$ cat src/rtl/uart_tx_arbiter.sv
// rtl/uart_tx_arbiter.sv - round-robin arbiter sharing one UART transmitter between NUM_REQ byte producers
// Optional message lock keeps a requester granted until ReqLast: define TX_ARB_LOCK_EN.
module uart_tx_arbiter #(
    parameter int NUM_REQ     = 4,
    parameter int ACK_TIMEOUT = 1023
) (
    input  logic                 Clock,
    input  logic                 Reset,
    input  logic [NUM_REQ-1:0]   ReqValid,
    input  logic [8*NUM_REQ-1:0] ReqData,
    input  logic [NUM_REQ-1:0]   ReqLast,
    output logic [NUM_REQ-1:0]   ReqAck,
    input  logic                 TxEmpty,
    output logic                 XMitGo,
    output logic [7:0]           TxData,
    output logic [NUM_REQ-1:0]   Grant,
    output logic                 TimeoutErr
);
    localparam int PW = (NUM_REQ > 1) ? $clog2(NUM_REQ) : 1;
    localparam int CW = (ACK_TIMEOUT > 0) ? $clog2(ACK_TIMEOUT + 1) : 1;
    localparam logic [PW-1:0] LAST_IDX = PW'(NUM_REQ - 1);
    localparam logic [CW-1:0] CNT_MAX  = CW'(ACK_TIMEOUT);
    localparam logic [PW:0]   NUM_EXT  = (PW+1)'(NUM_REQ);

    localparam logic [1:0] ARB_IDLE  = 2'd0;
    localparam logic [1:0] ARB_SEND  = 2'd1;
    localparam logic [1:0] ARB_DRAIN = 2'd2;

    logic [1:0]         state;
    logic [PW-1:0]      ptr;
    logic [PW-1:0]      owner;
    logic [PW-1:0]      owner_next;
    logic [PW-1:0]      win_idx;
    logic               win_found;
    logic [PW:0]        probe;
    logic [CW-1:0]      cnt;
    logic [NUM_REQ-1:0] eligible;

    assign owner_next = (owner == LAST_IDX) ? '0 : owner + PW'(1);

`ifdef TX_ARB_LOCK_EN
    logic locked;
    logic last_q;

    // While locked only the current owner may win, and it is waited for indefinitely.
    always_comb begin
        eligible = ReqValid;
        if (locked) begin
            eligible = ReqValid & (NUM_REQ'(1) << owner);
        end
    end
`else
    logic unused_last;
    assign unused_last = ^ReqLast;
    assign eligible    = ReqValid;
`endif

    // Walk downward so the lowest offset from ptr is the final (winning) assignment.
    always_comb begin
        win_found = 1'b0;
        win_idx   = '0;
        probe     = '0;
        for (int k = NUM_REQ - 1; k >= 0; k--) begin
            probe = {1'b0, ptr} + (PW+1)'(k);
            if (probe >= NUM_EXT) begin
                probe = probe - NUM_EXT;
            end
            if (eligible[probe[PW-1:0]]) begin
                win_found = 1'b1;
                win_idx   = probe[PW-1:0];
            end
        end
    end

    always_ff @(posedge Clock) begin
        if (Reset) begin
            state      <= ARB_IDLE;
            ptr        <= '0;
            owner      <= '0;
            cnt        <= '0;
            XMitGo     <= 1'b0;
            TxData     <= 8'h00;
            Grant      <= '0;
            ReqAck     <= '0;
            TimeoutErr <= 1'b0;
`ifdef TX_ARB_LOCK_EN
            locked     <= 1'b0;
            last_q     <= 1'b0;
`endif
        end else begin
            ReqAck     <= '0;
            TimeoutErr <= 1'b0;
            case (state)
                ARB_IDLE: begin
                    if (TxEmpty && win_found) begin
                        owner  <= win_idx;
                        TxData <= ReqData[8*win_idx +: 8];
                        Grant  <= NUM_REQ'(1) << win_idx;
                        cnt    <= '0;
                        XMitGo <= 1'b1;
                        state  <= ARB_SEND;
`ifdef TX_ARB_LOCK_EN
                        last_q <= ReqLast[win_idx];
`endif
                    end
                end
                ARB_SEND: begin
                    // An acknowledge on the final watchdog cycle takes priority over the abort.
                    if (!TxEmpty) begin
                        ReqAck <= Grant;
                        XMitGo <= 1'b0;
                        state  <= ARB_DRAIN;
                    end else if (cnt == CNT_MAX) begin
                        XMitGo     <= 1'b0;
                        TimeoutErr <= 1'b1;
                        ptr        <= owner_next;
                        Grant      <= '0;
                        state      <= ARB_IDLE;
`ifdef TX_ARB_LOCK_EN
                        locked     <= 1'b0;
`endif
                    end else begin
                        cnt <= cnt + CW'(1);
                    end
                end
                ARB_DRAIN: begin
                    if (TxEmpty) begin
                        Grant <= '0;
                        state <= ARB_IDLE;
`ifdef TX_ARB_LOCK_EN
                        if (last_q) begin
                            ptr    <= owner_next;
                            locked <= 1'b0;
                        end else begin
                            locked <= 1'b1;
                        end
`else
                        ptr   <= owner_next;
`endif
                    end
                end
                default: begin
                    XMitGo <= 1'b0;
                    Grant  <= '0;
                    state  <= ARB_IDLE;
                end
            endcase
        end
    end
endmodule

$ cat config.mk
export PLATFORM = sky130hd
export DESIGN_NAME = uart_tx_arbiter
export DESIGN_NICKNAME = d
export VERILOG_FILES = /design/src/rtl/uart_tx_arbiter.sv
export SDC_FILE = /design/constraint.sdc
export NUM_CORES = 1
export LEC_CHECK = 0
export CAP_MARGIN = 20
export CORE_ASPECT_RATIO = 0.9
export CORE_UTILIZATION = 45
export DETAILED_ROUTE_END_ITERATION = 8
export PLACE_DENSITY = 0.79
export RECOVER_POWER = 100
export SLEW_MARGIN = 10
export SYNTH_ARGS = -nofsm -noshare
export SYNTH_HDL_FRONTEND = slang
export SYNTH_SLANG_ARGS = --single-unit
$ cat constraint.sdc
create_clock -name Clock -period 2.4 [get_ports Clock]
set_input_delay 0.24 -clock Clock [delete_from_list [all_inputs] [get_ports Clock]]
set_output_delay 0.24 -clock Clock [all_outputs]
set_load 0.01 [all_outputs]
# Word-level counts from Yosys, hierarchy flattened

Index checks and enable logic that the tools add are counted.

Flip-flop bits (word level): 34
Bits of input ports: 43
Word-level logic and storage cells: 97

$add $sub $neg: 9
Order comparisons: 8
Equality and inequality tests: 10
Shift operators: 2
Mux-type cells: 44
Bitwise logic cells: 3
Reductions and logical operators: 12

Operator list:

| operator              | count |
|---|---|
| $mux 2                | 16 |
| $shiftx 32x6->8       | 1 |
| $mux 10               | 3 |
| $pmux 10 s2           | 1 |
| $mux 4                | 4 |
| $lt 2x3->1 const B    | 4 |
| $mux 1                | 12 |
| $pmux 4 s3            | 1 |
| $add 10x1->10 const B | 1 |
| $eq 10x10->1 const B  | 1 |
| $ne 2x2->1 const B    | 5 |
| $ge 3x3->1 const B    | 3 |
| $reduce_and 3->1      | 3 |
| $bmux 1 s2            | 4 |
| $reduce_and 4->1      | 2 |
| $sub 2x1->2 const B   | 4 |
| $add 2x2->3 const B   | 2 |
| $pmux 2 s3            | 1 |
| $eq 2x2->1 const B    | 2 |
| $pmux 2 s2            | 1 |
| $reduce_bool 2->1     | 2 |
| $shl 1x2->4 const A   | 1 |
| $add 2x1->3 const B   | 1 |
| $ge 2x3->1 const B    | 1 |
| other kinds (10)      | 12 |

# Depth between registers and ports, before layout

Gate-level depths: netlist (run 1).

Depth after elaboration: 12
Gate-level depth with buffers: 7

# Least setup slack after synthesis (run 1)

Ideal clock, no wire load.

Path type: reg-to-reg
Start: register ptr[1]
End: register TxData[0]
Arrival time: 1.552 ns
Data required time: 2.284 ns
Path slack: 0.731 ns
Stages on the path, launching flop included: 7
Buffers on the path: 1
Cells stage by stage: dfxtp_1 -> mux2i_1 -> nor2_2 -> or2_1 -> buf_6 -> mux2_4 -> o211a_1

Cells in the longest elaborated chain, start to end: 11

RTL lines:

| element                                              | line | text |
|---|---|---|
| start, declared                                      | 30   | `logic [PW-1:0] ptr;` |
| start signal, assigned                               | 116  | `ptr <= owner_next;` |
| start signal, assigned                               | 138  | `ptr <= owner_next;` |
| branches (longest 11 deep; another with $add 2x2->3) | n/a  |  |
| end signal, assigned                                 | 97   | `TxData <= ReqData[8*win_idx +: 8];` |
| end, declared                                        | 15   | `output logic [7:0] TxData,` |

Parallel ways; which one is timed is not known. The select of a mux whose other input is x is not followed.
A chain may end at the register's enable or synchronous reset.

# Worst setup path after layout (run 1)

Start: input ReqValid[0]
End: register Grant[3]

Cells in the longest elaborated chain, start to end: 9

RTL lines:

| element                                                 | line   | text |
|---|---|---|
| start, declared                                         | 9      | `input logic [NUM_REQ-1:0] ReqValid,` |
| $bmux 1 s2                                              | 68     | `if (eligible[probe[PW-1:0]]) begin` |
| $mux 1 (implied by the code)                            | 68     |  |
| $mux 2 / $mux 1 (equally long branches) (4 in a row)    | 68     |  |
| $shl 1x2->4 / $logic_and 1x1->1 (equally long branches) | 98, 95 |  |
| $mux 4 / $ne 2x2->1 (equally long branches)             | n/a    |  |
| $pmux 4 s3 / $reduce_and 3->1 (equally long branches)   | n/a    |  |
| end signal, assigned                                    | 98     | `Grant <= NUM_REQ'(1) << win_idx;` |
| end, declared                                           | 16     | `output logic [NUM_REQ-1:0] Grant,` |

Several ways; a longest one is shown, not always the timed one. The select of a mux whose other input is x is not followed.

==> impl_metrics.csv, run 1 <==
group,metric,value,unit
global_route,grt_pass1_wl,6.67,mm
timing,hold_viol_final,0,
worst_setup_path,crit_arrival,2.23,ns
timing,tns,0,ns
die,die_area,4260,sq um
drt,final_antenna_net_count,0,
power_and_ir_drop,power-per-cell-area,517,nW/um^2
clock_network,cts_buffers,5,
worst_setup_path,cp.required,2.56,ns
worst_setup_path,cp-end-kind,"register",
yosys,postSynthRegisterBits,34,
global_route,grt_util_all_layers,0.216,
layout,area_grow_syn2layout,38.4,%
timing,period_needed,2.08,ns
die,die-height,62.0,um
min_path,hold_path_class,"register to register",
yosys,yosys_most_used_dff,"dfxtp_1",
yosys,synth.cell_area,1800,sq um
flow_run,number_of_max_cap_violations,0,
clock_network,cts-root-buf,"clkbuf_8",
layout,final_net_count,310,
timing,rsz0062_at_grt,"no",
global_route,globalRouteOverflowTotal,0,
timing,layout_worst_path_cycle_share,0.865,
timing,fin_worst_skew,0.00531,ns
clock_network,post_cts_buffers,0,
place,post_dp_cell_area,2410,sq um
layout,antenna_cells_inserted,0,
yosys,synthesis.yosys.warnings,0,
place,place.gp.congestion,0.749,
drt,detail_route.vias_per_cell,5.30,
worst_setup_path,criticalPathCategory,"input port to register",
yosys,syn-num-nets,252,
drt,routed-via-count,1655,
yosys,syn_area_per_cell,8.70,sq um
clock_network,clk_transition_reported_paths,0.07,ns
timing,max_freq,482,MHz
worst_setup_path,critical_path.max_fanout,11,
drt,post_route_wl,4.09,mm
yosys,synth-seq-area-share,0.378,
drt,routed_len_inst,13.1,um
worst_setup_path,crit_path_start_kind,"input port",
die,die_w,68.7,um
timing,timing.slew.headroom,0.516,
layout,layout.cell_area.non_filler,2490,sq um
power_and_ir_drop,post-layout-total-power,1290,uW
clock_network,clock_tree_from_tritoncts,"built",
power_and_ir_drop,leak_pwr,0.00111,uW
status,status,"finished, final reports clean",
layout,num-fill-cells,338,
clock_network,clock_insertion_delay_worst_skew,0.28,ns
drt,drt_drc_violations_left,0,
place,port_buffers,56,
layout,final_layout_size_suffix_gt1_frac,0.0977,
die,io-pin-count,61,
yosys,synth-edff-count,0,
place,dp_wirelength,3.06,mm
clock_network,post_cts.resized_instances,0,
global_route,first_global_vias,1464,
power_and_ir_drop,vdd_drop_max,0.467,mV
timing,final_max_slew_viol_count,0,
clock_network,cts.htree.levels,2,
global_route,maximum_number_of_pins_on_one_net_before_global_route_repair,19,
timing,max_slew.worst_pin.slew,0.719,ns
yosys,syn_inst_count,207,
clock_network,postCtsHoldBufs,0,
die,initial_utilization,0.476,
drt,dr.first_iter.drc_count,61,
yosys,count_of_unique_library_cells_instantiated_by_yosys,40,
timing,final_setup_violation_count,0,
yosys,share_of_synthesized_flip_flops_with_an_asynchronous_set_or_reset,0,
clock_network,cts_sinks,34,
die,core_region_area,3780,sq um
global_route,antenna_found_initial,0,
drt,drt_pass1_iterations,4,
clock_network,cts.path.max_buffers,2,
die,number_of_placement_rows,21,
registers in the layout, indices dropped and copies added, names as in the netlist:
register    flops
cnt            10
TxData          8
Grant           4
ReqAck          4
owner           2
ptr             2
state           2
TimeoutErr      1
XMitGo          1
final cells by class:
| type | instances | area [sq um] | share of cell area |
|---|---|---|---|
| inverter | 11 | 41.3 | 0.0166 |
| tap | 46 | 57.6 | 0.0231 |
| multi-input combinational | 151 | 1010 | 0.404 |
| clock buffer | 6 | 82.6 | 0.0331 |
| clock inverter | 2 | 12.5 | 0.00502 |
| timing repair buffer | 62 | 612 | 0.245 |
| sequential | 34 | 681 | 0.273 |
cell usage in the layout, fill, tap and decap left out, types with 2 or more instances in the layout:
cell type / Yosys / final
and3_1: 8 / 8
a22oi_1: 2 / 2
clkbuf_8: 0 / 6
buf_4: 0 / 3
o211a_1: 9 / 9
nand3_1: 5 / 5
a2bb2oi_1: 2 / 2
nor2_1: 34 / 34
nor3_1: 1 / 2
or3_1: 2 / 2
o21ai_0: 9 / 9
nand2_1: 13 / 13
and4_1: 3 / 3
o211ai_1: 9 / 9
nand4_1: 6 / 6
dlygate4sd3_1: 0 / 19
ha_1: 2 / 2
nor2b_1: 4 / 4
dfxtp_1: 34 / 34
a21oi_1: 6 / 6
mux2_4: 8 / 8
inv_1: 11 / 11
o21a_1: 2 / 2
mux2i_1: 2 / 2
xor2_1: 7 / 7
nand2b_1: 2 / 2
clkdlybuf4s50_1: 0 / 37
cells by family after synthesis:
family | count (synthesis) | share of synthesized area
multiplexers | 10 | 0.0778
AO/OA/AOI/OAI | 46 | 0.194
XOR/XNOR | 8 | 0.0389
adder cells (fa/ha/maj) | 2 | 0.0139
AND/OR/NAND/NOR | 85 | 0.240
buffers and inverters | 22 | 0.0570
flip-flops | 34 | 0.378
synth_stat cells (3+ instances only):
master | instances | area share
dfxtp_1 | 34 | 0.38
nor2_1 | 34 | 0.071
nand2_1 | 13 | 0.027
inv_1 | 11 | 0.023
o211a_1 | 9 | 0.050
o211ai_1 | 9 | 0.038
o21ai_0 | 9 | 0.025
and3_1 | 8 | 0.028
mux2_4 | 8 | 0.067
xor2_1 | 7 | 0.034
a21oi_1 | 6 | 0.017
nand4_1 | 6 | 0.021
clkbuf_1 | 5 | 0.010
nand3_1 | 5 | 0.014
buf_2 | 4 | 0.011
nor2b_1 | 4 | 0.014
and4_1 | 3 | 0.015
where the power goes:
| part | switching [uW] | internal [uW] | total (uW) |
|---|---|---|---|
| sequential | 14.7 | 587 | 601 |
| combinational | 109 | 144 | 253 |
| clock | 203 | 230 | 433 |
per-layer routing:
| metal | GRT usage | share of wire |
|---|---|---|
| met5 | 0 | 0 |
| met4 | 0.0714 | 0.0071 |
| met3 | 0.0547 | 0.038 |
| met1 | 0.292 | 0.50 |
| met2 | 0.335 | 0.45 |
final timing paths:
kind | start | end | slack (ns) | cells past startpoint
worst min-delay path | owner[0]$_SDFFE_PP0P_ | owner[0]$_SDFFE_PP0P_ | 0.48 | 2
worst min register to register | owner[0]$_SDFFE_PP0P_ | owner[0]$_SDFFE_PP0P_ | 0.48 | 2
worst max-delay path | ReqValid[0] | Grant[3]$_SDFFE_PP0P_ | 0.32 | 7
worst max register to register | state[0]$_SDFFE_PP0P_ | cnt[8]$_SDFFE_PP0P_ | 0.48 | 5
per-stage QoR:
step           utilization  instances  hold WS, ns  worst slack [ns]
2_1_floorplan            -        207        0.422             0.731
3_3_place_gp         0.638        304        0.464            0.0981
3_5_place_dp         0.638        304        0.470             0.107
4_1_cts              0.663        312        0.479             0.397
5_1_grt              0.659        312        0.502             0.190
6_report             0.659        312        0.477             0.324
critical path, stage by stage:
cell and delay, ns:
clkdlybuf4s50_1 0.50, nor4_1 0.64, or3_1 0.28, nor3_1 0.06, clkbuf_2 0.23, a22oi_1 0.22, nor2_1 0.05
No activity file was read; power rests on OpenSTA's default activity.
==> run 2, diff against run 1 <==
--- a/config.mk
+++ b/config.mk
@@ -9,7 +9,7 @@
 export CORE_ASPECT_RATIO = 0.9
 export CORE_UTILIZATION = 45
 export DETAILED_ROUTE_END_ITERATION = 8
-export PLACE_DENSITY = 0.79
+export PLACE_DENSITY = 0.84
 export RECOVER_POWER = 100
 export SLEW_MARGIN = 10
 export SYNTH_ARGS = -nofsm -noshare
==> impl_metrics.csv, run 2 (synthesis gave the netlist of run 1 again) <==
group,metric,value,unit
layout,layout_common_cells,"clkdlybuf4s50_1 (37), dfxtp_1 (34), nor2_1 (34)",
drt,dr.first_iter.drc_count,108,
power_and_ir_drop,leak_pwr,0.00111,uW
clock_network,cts-root-buf,"clkbuf_8",
place,place.gp.congestion,0.797,
worst_setup_path,cp.required,2.56,ns
global_route,first_global_vias,1501,
place,port_buffers,56,
drt,final_antenna_net_count,0,
power_and_ir_drop,post-layout-total-power,1370,uW
worst_setup_path,crit_path_start_kind,"input port",
global_route,maximum_number_of_pins_on_one_net_before_global_route_repair,19,
drt,routed_len_inst,13.5,um
clock_network,postCtsHoldBufs,0,
min_path,hold_path_depth,2,
flow_run,number_of_max_cap_violations,0,
worst_setup_path,r2r.worst_path.cells,5,
global_route,antenna_found_initial,0,
layout,final_common_cell,"clkdlybuf4s50_1",
clock_network,cts.htree.levels,2,
clock_network,clk_transition_reported_paths,0.07,ns
clock_network,post_cts_buffers,0,
worst_setup_path,cp-end-kind,"register",
worst_setup_path,criticalPathCategory,"input port to register",
die,die-height,62.0,um
timing,layout_worst_path_cycle_share,0.901,
timing,period_needed,2.16,ns
layout,final_net_count,311,
timing,hold_viol_final,0,
clock_network,cts_sinks,34,
worst_setup_path,r2r_setup_slack,0.42,ns
timing,fin_worst_skew,0.00379,ns
layout,area_grow_syn2layout,39.4,%
worst_setup_path,critical_path.max_fanout,11,
layout,max_flop_register,"cnt",
drt,post_route_wl,4.24,mm
global_route,globalRouteOverflowTotal,0,
timing,final_max_slew_viol_count,0,
timing,timing.slew.headroom,0.484,
worst_setup_path,worst_r2r_endpoint,"cnt[8]$_SDFFE_PP0P_",
drt,routed-via-count,1706,
global_route,grt_util_all_layers,0.220,
die,initial_utilization,0.476,
die,core_region_area,3780,sq um
timing,rsz0062_at_grt,"no",
clock_network,clock_insertion_delay_worst_skew,0.28,ns
timing,tns,0,ns
worst_setup_path,crit-reg2reg-launch,"state[0]$_SDFFE_PP0P_",
die,io-pin-count,61,
layout,final_core_utilization,0.663,
timing,max_freq,462,MHz
die,die_w,68.7,um
timing,max_slew.worst_pin.slew,0.773,ns
min_path,hold_path_class,"register to register",
status,status,"finished, final reports clean",
power_and_ir_drop,power-per-cell-area,545,nW/um^2
die,number_of_placement_rows,21,
place,dp_wirelength,3.13,mm
power_and_ir_drop,vdd_drop_max,0.285,mV
worst_setup_path,crit_arrival,2.32,ns
timing,final_setup_violation_count,0,
drt,drt_pass1_iterations,4,
die,die_area,4260,sq um
place,placed_instances,305,
layout,reg.largest.list,"cnt: 10 flops, TxData: 8 flops",
layout,final_layout_size_suffix_gt1_frac,0.0899,
clock_network,clock_tree_from_tritoncts,"built",
layout,final-instance-count-excl-fill,313,
drt,drt_drc_violations_left,0,
layout,largest_reg_flops,10,
clock_network,cts.path.max_buffers,2,
min_path,timing.hold.worst_endpoint,"owner[0]$_SDFFE_PP0P_",
global_route,grt_pass1_wl,6.81,mm
min_path,timing.hold.worst.start,"owner[0]$_SDFFE_PP0P_",
clock_network,cts_buffers,5,
clock_network,post_cts.resized_instances,0,
layout,antenna_cells_inserted,0,
drt,detail_route.vias_per_cell,5.45,
run 2: how the worst max path moves through the flow:
stage / startpoint / endpoint / slack [ns]
2_1_floorplan: ptr[1]$_SDFFE_PP0P_ / TxData[0]$_SDFFE_PP0P_ / 0.73
3_3_place_gp: ReqValid[0] / cnt[8]$_SDFFE_PP0P_ / 0.09
6_report: ReqValid[0] / cnt[6]$_SDFFE_PP0P_ / 0.24
3_5_place_dp: ReqValid[0] / cnt[8]$_SDFFE_PP0P_ / 0.07
5_1_grt: ReqValid[2] / cnt[6]$_SDFFE_PP0P_ / 0.09
4_1_cts: ReqValid[0] / cnt[8]$_SDFFE_PP0P_ / 0.36
run 2: final cells by class:
| cell class | count | area (sq um) |
|---|---|---|
| well taps | 46 | 57.6 |
| clock buffers | 7 | 76.3 |
| inverters | 11 | 41.3 |
| flip-flops and latches | 34 | 681 |
| clock inverters | 1 | 30.0 |
| multi-input cells | 151 | 1010 |
| fillers | 323 | 1270 |
| repair buffers | 63 | 618 |
run 2: through the flow:
step                instance area, sq um  hold slack, ns  setup WS, ns
global route                        2510           0.515        0.0863
CTS                                 2530           0.481         0.356
floorplan                           1800           0.422         0.731
global placement                    2420           0.470        0.0939
detailed placement                  2420           0.470        0.0678
finish                              2510           0.478         0.238
run 2: where the power goes:
group          switching, uW  leakage (uW)  total (uW)  internal [uW]
clock                    199     0.0000524         509            311
combinational            111      0.000783         256            145
sequential              15.7      0.000277         602            587
run 2: metal layers:
metal,GRT usage,up-vias,part of all wire
li1,-,854,-
met2,0.340,56,0.46
met1,0.297,792,0.48
met3,0.0602,4,0.049
met4,0.0714,0,0.0073
met5,0,-,0
run 2: worst max-delay path: stages:
cell and delay [ns]:
clkdlybuf4s50_1 0.50, nor4_1 0.67, a21oi_1 0.43, nand4_1 0.24, xor2_1 0.18, nor2_1 0.06
